File: src/rtl/bht_update_ctrl.sv
// Purpose : Merges dual-lane branch resolutions into an in-order FIFO and drains
//           them one per cycle onto the BHT write port. After reset it sweeps
//           every BHT index, and it flags when the fetch PC's index is still queued.
// Latency : a request pushed into an empty FIFO is written 1 cycle later; the
//           second lane of a dual push is written 2 cycles later.
// Backpressure: req_ready stays high only while at least two slots are free, so
//           a dual push always fits. Requests seen while req_ready=0 are dropped.
//
// Ports:
//   clk, rst_n                    clock, synchronous active-low reset
//   req0_* / req1_*               branch results from the older / younger lane
//   req_ready                     both lanes may present this cycle
//   if1_pc                        fetch PC for the pending-update check
//   bht_we, bht_pc, bht_branched  BHT write port (head of FIFO)
//   pend_hit                      a queued entry matches if1_pc's index
//   init_busy, init_idx           post-reset sweep status and index
module bht_update_ctrl #(
    parameter int DEPTH   = 4,
    parameter int BHT_BIT = 5
) (
    input  logic               clk,
    input  logic               rst_n,
    input  logic               req0_valid,
    input  logic [31:0]        req0_pc,
    input  logic               req0_taken,
    input  logic               req1_valid,
    input  logic [31:0]        req1_pc,
    input  logic               req1_taken,
    output logic               req_ready,
    input  logic [31:0]        if1_pc,
    output logic               bht_we,
    output logic [31:0]        bht_pc,
    output logic               bht_branched,
    output logic               pend_hit,
    output logic               init_busy,
    output logic [BHT_BIT-1:0] init_idx
);

    localparam int PTR_W = $clog2(DEPTH);
    localparam int CNT_W = PTR_W + 1;

    typedef enum logic {
        ST_INIT = 1'b0,
        ST_RUN  = 1'b1
    } state_t;

    state_t             state_q, state_d;
    logic [BHT_BIT-1:0] init_idx_q, init_idx_d;
    logic [PTR_W-1:0]   head_q, head_d;
    logic [PTR_W-1:0]   tail_q, tail_d;
    logic [CNT_W-1:0]   count_q, count_d;
    logic [31:0]        pc_mem_q [DEPTH];
    logic [31:0]        pc_mem_d [DEPTH];
    logic               tk_mem_q [DEPTH];
    logic               tk_mem_d [DEPTH];

    logic               pop;
    logic [1:0]         n_push;
    logic [PTR_W-1:0]   wr_ptr;

    // Only the index bits of the fetch PC take part in the pending check.
    logic unused_if1_bits;
    assign unused_if1_bits = ^{if1_pc[31:BHT_BIT+2], if1_pc[1:0]};

    assign init_idx = init_idx_q;

    always_comb begin
        state_d      = state_q;
        init_idx_d   = init_idx_q;
        head_d       = head_q;
        tail_d       = tail_q;
        count_d      = count_q;
        pc_mem_d     = pc_mem_q;
        tk_mem_d     = tk_mem_q;
        pop          = 1'b0;
        n_push       = 2'd0;
        wr_ptr       = tail_q;
        init_busy    = 1'b0;
        req_ready    = 1'b0;
        bht_we       = 1'b0;
        bht_pc       = 32'd0;
        bht_branched = 1'b0;
        pend_hit     = 1'b0;

        case (state_q)
            ST_INIT: begin
                init_busy = 1'b1;
                if (init_idx_q == {BHT_BIT{1'b1}}) begin
                    state_d    = ST_RUN;
                    init_idx_d = '0;
                end else begin
                    init_idx_d = init_idx_q + 1'b1;
                end
            end

            ST_RUN: begin
                // Uses occupancy before this cycle's pop, so the pop never
                // has to be relied on to make room for a dual push.
                req_ready = (count_q <= CNT_W'(DEPTH - 2));
                pop       = (count_q != '0);

                bht_we = pop;
                if (pop) begin
                    bht_pc       = pc_mem_q[head_q];
                    bht_branched = tk_mem_q[head_q];
                end

                // Lane 0 lands first so the BHT sees updates in program order.
                if (req_ready && req0_valid) begin
                    pc_mem_d[wr_ptr] = req0_pc;
                    tk_mem_d[wr_ptr] = req0_taken;
                    wr_ptr           = wr_ptr + 1'b1;
                    n_push           = n_push + 2'd1;
                end
                if (req_ready && req1_valid) begin
                    pc_mem_d[wr_ptr] = req1_pc;
                    tk_mem_d[wr_ptr] = req1_taken;
                    wr_ptr           = wr_ptr + 1'b1;
                    n_push           = n_push + 2'd1;
                end

                tail_d  = wr_ptr;
                head_d  = head_q + PTR_W'(pop);
                count_d = count_q + CNT_W'(n_push) - CNT_W'(pop);

                // An entry is live when its distance from head is below count;
                // the head is included even on the cycle it is being written.
                for (int i = 0; i < DEPTH; i++) begin
                    if ((CNT_W'(PTR_W'(PTR_W'(i) - head_q)) < count_q) &&
                        (pc_mem_q[i][BHT_BIT+1:2] == if1_pc[BHT_BIT+1:2])) begin
                        pend_hit = 1'b1;
                    end
                end
            end

            default: begin
                state_d = ST_INIT;
            end
        endcase
    end

    always_ff @(posedge clk) begin
        if (!rst_n) begin
            state_q    <= ST_INIT;
            init_idx_q <= '0;
            head_q     <= '0;
            tail_q     <= '0;
            count_q    <= '0;
        end else begin
            state_q    <= state_d;
            init_idx_q <= init_idx_d;
            head_q     <= head_d;
            tail_q     <= tail_d;
            count_q    <= count_d;
        end
    end

    // Payload storage needs no reset: it is only observed through count.
    always_ff @(posedge clk) begin
        pc_mem_q <= pc_mem_d;
        tk_mem_q <= tk_mem_d;
    end

endmodule

File: config.mk
export PLATFORM = sky130hd
export DESIGN_NAME = bht_update_ctrl
export DESIGN_NICKNAME = d
export VERILOG_FILES = /design/src/rtl/bht_update_ctrl.sv
export SDC_FILE = /design/constraint.sdc
export NUM_CORES = 1
export LEC_CHECK = 0
export CAP_MARGIN = 0
export CORE_UTILIZATION = 60
export DETAILED_ROUTE_END_ITERATION = 10
export PLACE_DENSITY = 0.92
export SYNTH_ARGS = -nofsm -noshare
export SYNTH_HDL_FRONTEND = slang
export SYNTH_SLANG_ARGS = --single-unit
File: constraint.sdc
create_clock -name clk -period 11.2 [get_ports clk]
set_input_delay 2.24 -clock clk [delete_from_list [all_inputs] [get_ports clk]]
set_output_delay 2.24 -clock clk [all_outputs]
set_load 0.01 [all_outputs]
* Yosys cells after proc, flatten, opt, wreduce, memory -nomap -nowiden *
Cells that the tools add are included.

storage, ports and cells
  output and inout port bits = 42
  input bits = 102
  bits in registers = 145

cells by class
  equality and inequality tests = 5
  reduce and logical (&&, ||, !) cells = 9
  add/sub/neg operators = 11
  muxes and demuxes = 46
  $lt $le $gt $ge = 10
  bitwise operators = 3

operators with widths
  kind                 count
  $mux 128             3
  $bwmux 128           2
  $mux 32              6
  $demux 32 s2         2
  $bmux 32 s2          1
  $eq 5x5->1           4
  $mux 1               17
  $lt 2x3->1           4
  $mux 2               6
  $mux 4               3
  $ge 3x3->1 const B   3
  $not 2->3            3
  $bwmux 4             2
  $logic_and 1x1->1    8
  $add 2x1->2 const B  3
  $lt 3x1->1 const B   2
  $add 5x1->5 const B  1
  $eq 5x5->1 const B   1
  $mux 5               1
  $demux 1 s2          2
  $sub 1x2->2 const A  2
  $sub 2x2->2 const A  2
  $add 3x2->3          1
  $le 3x2->1 const B   1
  4 further kinds      4

* Longest topological paths before layout *
  depth after elaboration = 11
  gate-level depth with buffers = 15
  mapped depth without buffers = 13

* Least setup slack after synthesis *
OpenSTA, ideal clock, no wires.

  path kind = register to output
  from = reg state_q
  to = out bht_pc[12]
  data required time = 8.960 ns
  arrival = 4.318 ns
  slack = 4.642 ns
  path buffers = 3
  stages on the path, launching flop included = 5
  cells stage by stage = dfxtp_1 -> buf_6 -> clkbuf_1 -> clkbuf_1 -> and3_1

between the ends
  word-level cells in the longest chain between the ends = 1

RTL lines
  what                    RTL line  source
  from (decl)             47        state_t state_q, state_d;
  from (signal assigned)  150       state_q <= state_d;
  $mux 32                 85        case (state_q)
  to (decl)               32        output logic [31:0] bht_pc,

No other way between the ends.

* Worst setup path after layout *
  from = in if1_pc[3]
  to = out pend_hit

between the ends
  word-level cells in the longest chain between the ends = 7
  elaborated cells on any way between the ends = 13
  classes of those cells = eq/ne: 4; mux: 5; reduce/logical: 4

RTL lines
  what                 RTL line  source
  from (decl)          30        input logic [31:0] if1_pc,
  $eq 5x5->1           130       (pc_mem_q[i][BHT_BIT+1:2] == if1_pc[BHT_BIT+1:2])) begin
  $logic_and 1x1->1    129       if ((CNT_W'(PTR_W'(PTR_W'(i) - head_q)) < count_q) &&
  $mux 1 (3 in a row)  129
  $mux 1 *             129
  $mux 1 *             85
  to (decl)            34        output logic pend_hit,

Mark *: on every way between the ends. The rest lies on a longest branch, timed or not.

==> impl_summary.md <==
STA
The tightest hold margin is 0.504 ns. Based on the critical path, the design can be clocked at up to 154 MHz. The number of pins exceeding their max-slew limit in the final report is 0.

The hold violation total from the final report is 0. Setup violations remaining at the end of the flow were counted as 0. The worst slew margin relative to its limit is 20.7%. Setup repair after global routing left no endpoint under its margin. In the final timing run, aggregate negative setup slack is 0 ns. The clock period could shrink to 6.51 ns.

Across the routed clock network, the largest skew measured is 0.00924 ns. The final critical path takes up 58.1% of the cycle. For the pin with the worst max-slew slack, the measured transition is 1.19 ns.

Setup path
The startpoint class of the critical path is an input pin. The type of the setup path with the least slack is in2out. Of all nets on the critical path, the largest fanout is 4. The worst path arrival time is 4.27 ns. The worst setup path is captured at a primary output. The data required time at the worst endpoint is 8.96 ns.

Synth
In the post-synthesis netlist, the biggest area contributors are sky130_fd_sc_hd__edfxtp_1 (42%), sky130_fd_sc_hd__a2bb2oi_1 (9.4%), sky130_fd_sc_hd__mux4_2 (7.9%), sky130_fd_sc_hd__a21oi_1 (5.7%), sky130_fd_sc_hd__nand2_1 (5.4%). Counting flops with a built-in enable in the synthesized netlist gives 132. The post-synthesis instance area is 0.00946 sq mm. In the synthesized netlist the async set-or-reset flop fraction comes to 0%. After synthesis, the most frequently instantiated cells are sky130_fd_sc_hd__nand2_1 (137), sky130_fd_sc_hd__edfxtp_1 (132), sky130_fd_sc_hd__a21oi_1 (108), sky130_fd_sc_hd__a2bb2oi_1 (101), sky130_fd_sc_hd__and3_1 (35). The number of distinct library cell variants in the gate-level netlist after synthesis is 48. The flip-flop and latch count after synthesis is 145. sky130_fd_sc_hd__edfxtp_1 takes more of the synthesized area than any other cell. The cell count after synthesis came out at 829. Among all cell types in the netlist, the one instantiated most often is sky130_fd_sc_hd__nand2_1. The main flop type after synthesis is sky130_fd_sc_hd__edfxtp_1. The portion of the post-synthesis area used by sequential elements is 44.7%. The total nets after synthesis is 951. The proportion of netlist area held by the largest area contributor is 41.9%. The number of warnings issued by yosys is 0. Each instance of the synthesized netlist takes up on average 11.4 sq um.

Clocking
Once the clock tree was built, the resizer swapped 0 gates to a different size. For the worst-skew pair, the clock arrives at the later sink with an insertion delay of 0.44 ns. The TritonCTS clock tree is built.

In this run the clock root is driven by a sky130_fd_sc_hd__clkbuf_16. The clock passes through at most 2 buffers. The number of clock sinks is 145.

The register clock-pin slew on the reported worst setup and hold paths is 0.06 ns. The number of buffers inserted during clock tree synthesis is 17. The depth of the CTS H-tree is 4. Hold repair after CTS inserted 0 buffers. The setup fix buffers added after clock tree synthesis is 0.

Drt
Before antenna repair, the detailed router went through 6 iterations. The routed design uses 3.39 mm of met3 wire. Dividing the detail-routed wire length by the instance count gives 24.2 um.

The via density per instance is 6.99. The routed wire length on met2 is 13.2 mm. In the routed design, unresolved DRC markers number 0. Summed over all layers, the routed wires come to 27.0 mm. After detailed routing, the wire length on met1 is 9.44 mm. The uppermost signal routing layer after detailed routing is met4.

In this run, the number of DRC markers left after iteration 0 of detailed routing was 1,362. The via count is 7,772. The number of routed nets with antenna violations is 0.

Outcome
The flow ran to the end, and the final reports show no timing, DRC or antenna violations.

Floorplanning
The initial utilization of the core area, before any placement, comes to 61.8%. The height of the die is 128 um. After floorplanning, the core was sized to cover 0.0153 sq mm. The site row count is 45. The die is 128 um wide.

The count of boundary I/O pins is 144. The floorplan step defined a die boundary enclosing 0.0163 sq mm.

Placement
The global placement routability congestion is 0.826. The instance area after placement is 0.0104 sq mm. Input and output buffers added on the ports amount to 116. After legalization and detailed placement, the total HPWL measured 14.9 mm.

Power and ir drop
The standby leakage power is 4.00 nW. The peak ir drop on the vdd network is 0.120 mV. The power density of the placed cells is 117 mW/mm^2.

The power consumption is 1.28 mW.

Cells and area
In the final design database the tool counted 1,010 nets. The filler cells instantiated in the layout total 1,038. The share of final-layout standard cells stronger than drive strength 1 is 17.1%.

With fillers left out, the area of the finished cells amounts to 0.0110 sq mm. The number of diodes is 0. The multi-input combinational cells in the finished layout cover a total of 0.00461 sq mm. The sequential standard cell area is 0.00423 sq mm. The area growth from synthesis to layout is 15.9%.

Global routing
The via count of the first global-routing pass is 7,713. The initial antenna violation count is 0. The global-route wire length before repair is 41.4 mm. For this run, the total global-route usage over all layers was measured as 33.9%. The largest net degree at the start of global routing is 67.

After global routing the overflow that remains totals 0.

Worst hold path
In this run the worst hold path is classified as reg2reg.

Flow run
The tool flagged a number of max-cap violations equal to 0.
-- worst max-delay path, cell delays in order --
cell	delay (ns)
sky130_fd_sc_hd__clkdlybuf4s50_1	0.61
sky130_fd_sc_hd__xnor2_1	0.19
sky130_fd_sc_hd__nand4_1	0.16
sky130_fd_sc_hd__a2111oi_0	0.35
sky130_fd_sc_hd__o41a_1	0.20
sky130_fd_sc_hd__clkdlybuf4s50_1	0.53
-- logic make-up after synthesis --
| kind of cell | synth area share, % |
|---|---|
| AOI/OAI and AO/OA | 24.3 |
| and+or+nand+nor | 10.9 |
| DFF | 44.7 |
| buffers and inverters | 6.72 |
| muxes | 8.39 |
| xor gates and xnor gates | 2.31 |
| adders and majority gates | 2.72 |
-- layout make-up --
| class | count | share of cell area, % |
|---|---|---|
| timing repair buffer | 123 | 11.1 |
| clock inverter | 15 | 1.46 |
| sequential | 145 | 38.6 |
| multi-input combinational | 586 | 42.1 |
| tap | 211 | 2.41 |
| clock buffer | 17 | 3.88 |
| inverter | 15 | 0.514 |
-- report_power, final --
group / internal [mW] / leakage, nW / switching (mW)
clock: 0.329 / 0.272 / 0.237
combinational: 0.0651 / 2.44 / 0.0600
sequential: 0.587 / 1.29 / 0.00122
-- per-layer routing --
| layer | global-route usage, % | vias up |
|---|---|---|
| met4 | 17.2 | 0 |
| met2 | 56.2 | 673 |
| met5 | 0 | - |
| li1 | - | 3286 |
| met1 | 41.4 | 3682 |
| met3 | 8.38 | 131 |
-- worst paths after layout --
check,cells after the start,start,to,slack [ns]
setup / recovery,6,if1_pc[3],pend_hit,4.69
hold / removal,2,tail_q[0]$_SDFFE_PN0P_,tail_q[0]$_SDFFE_PN0P_,0.50
setup reg to reg,13,count_q[0]$_SDFFE_PN0P_,count_q[2]$_SDFFE_PN0P_,8.07
hold reg to reg,2,tail_q[0]$_SDFFE_PN0P_,tail_q[0]$_SDFFE_PN0P_,0.50
-- placed cells by master (no fill, tap or decap), types with 3 or more instances in the layout --
master	instances
sky130_fd_sc_hd__nor2_1	5
sky130_fd_sc_hd__inv_1	15
sky130_fd_sc_hd__buf_4	7
sky130_fd_sc_hd__xnor2_1	20
sky130_fd_sc_hd__mux4_2	33
sky130_fd_sc_hd__and3_1	34
sky130_fd_sc_hd__clkdlybuf4s50_1	116
sky130_fd_sc_hd__nor2b_1	6
sky130_fd_sc_hd__nand2_4	4
sky130_fd_sc_hd__nand4_1	5
sky130_fd_sc_hd__a2111oi_0	3
sky130_fd_sc_hd__and2_1	3
sky130_fd_sc_hd__ha_1	19
sky130_fd_sc_hd__nand2_1	137
sky130_fd_sc_hd__o21ai_0	3
sky130_fd_sc_hd__a21oi_1	108
sky130_fd_sc_hd__and3_2	7
sky130_fd_sc_hd__a21oi_2	30
sky130_fd_sc_hd__edfxtp_1	132
sky130_fd_sc_hd__xor2_1	5
sky130_fd_sc_hd__a2bb2oi_2	31
sky130_fd_sc_hd__mux2i_1	5
sky130_fd_sc_hd__dfxtp_1	10
sky130_fd_sc_hd__clkbuf_16	17
sky130_fd_sc_hd__clkinv_4	4
sky130_fd_sc_hd__a2bb2oi_1	101
sky130_fd_sc_hd__clkinvlp_4	5
-- state kept, by name, summed over array words and instances (netlist names) --
register,cells
init_idx,5
tk_mem_q,4
state_q,1
count_q,3
head_q,2
tail_q,2
pc_mem_q,128
-- stage by stage --
stage                     std cells  util [%]  worst slack (ns)
after floorplan                 829         -              4.64
after global placement         1080      67.8              4.72
after detailed placement       1080      67.8              4.70
after CTS                      1112      71.6              4.69
after global routing           1112      71.6              4.54
final                          1112      71.6              4.69
Note: power is estimated with default switching activity, not from simulation.
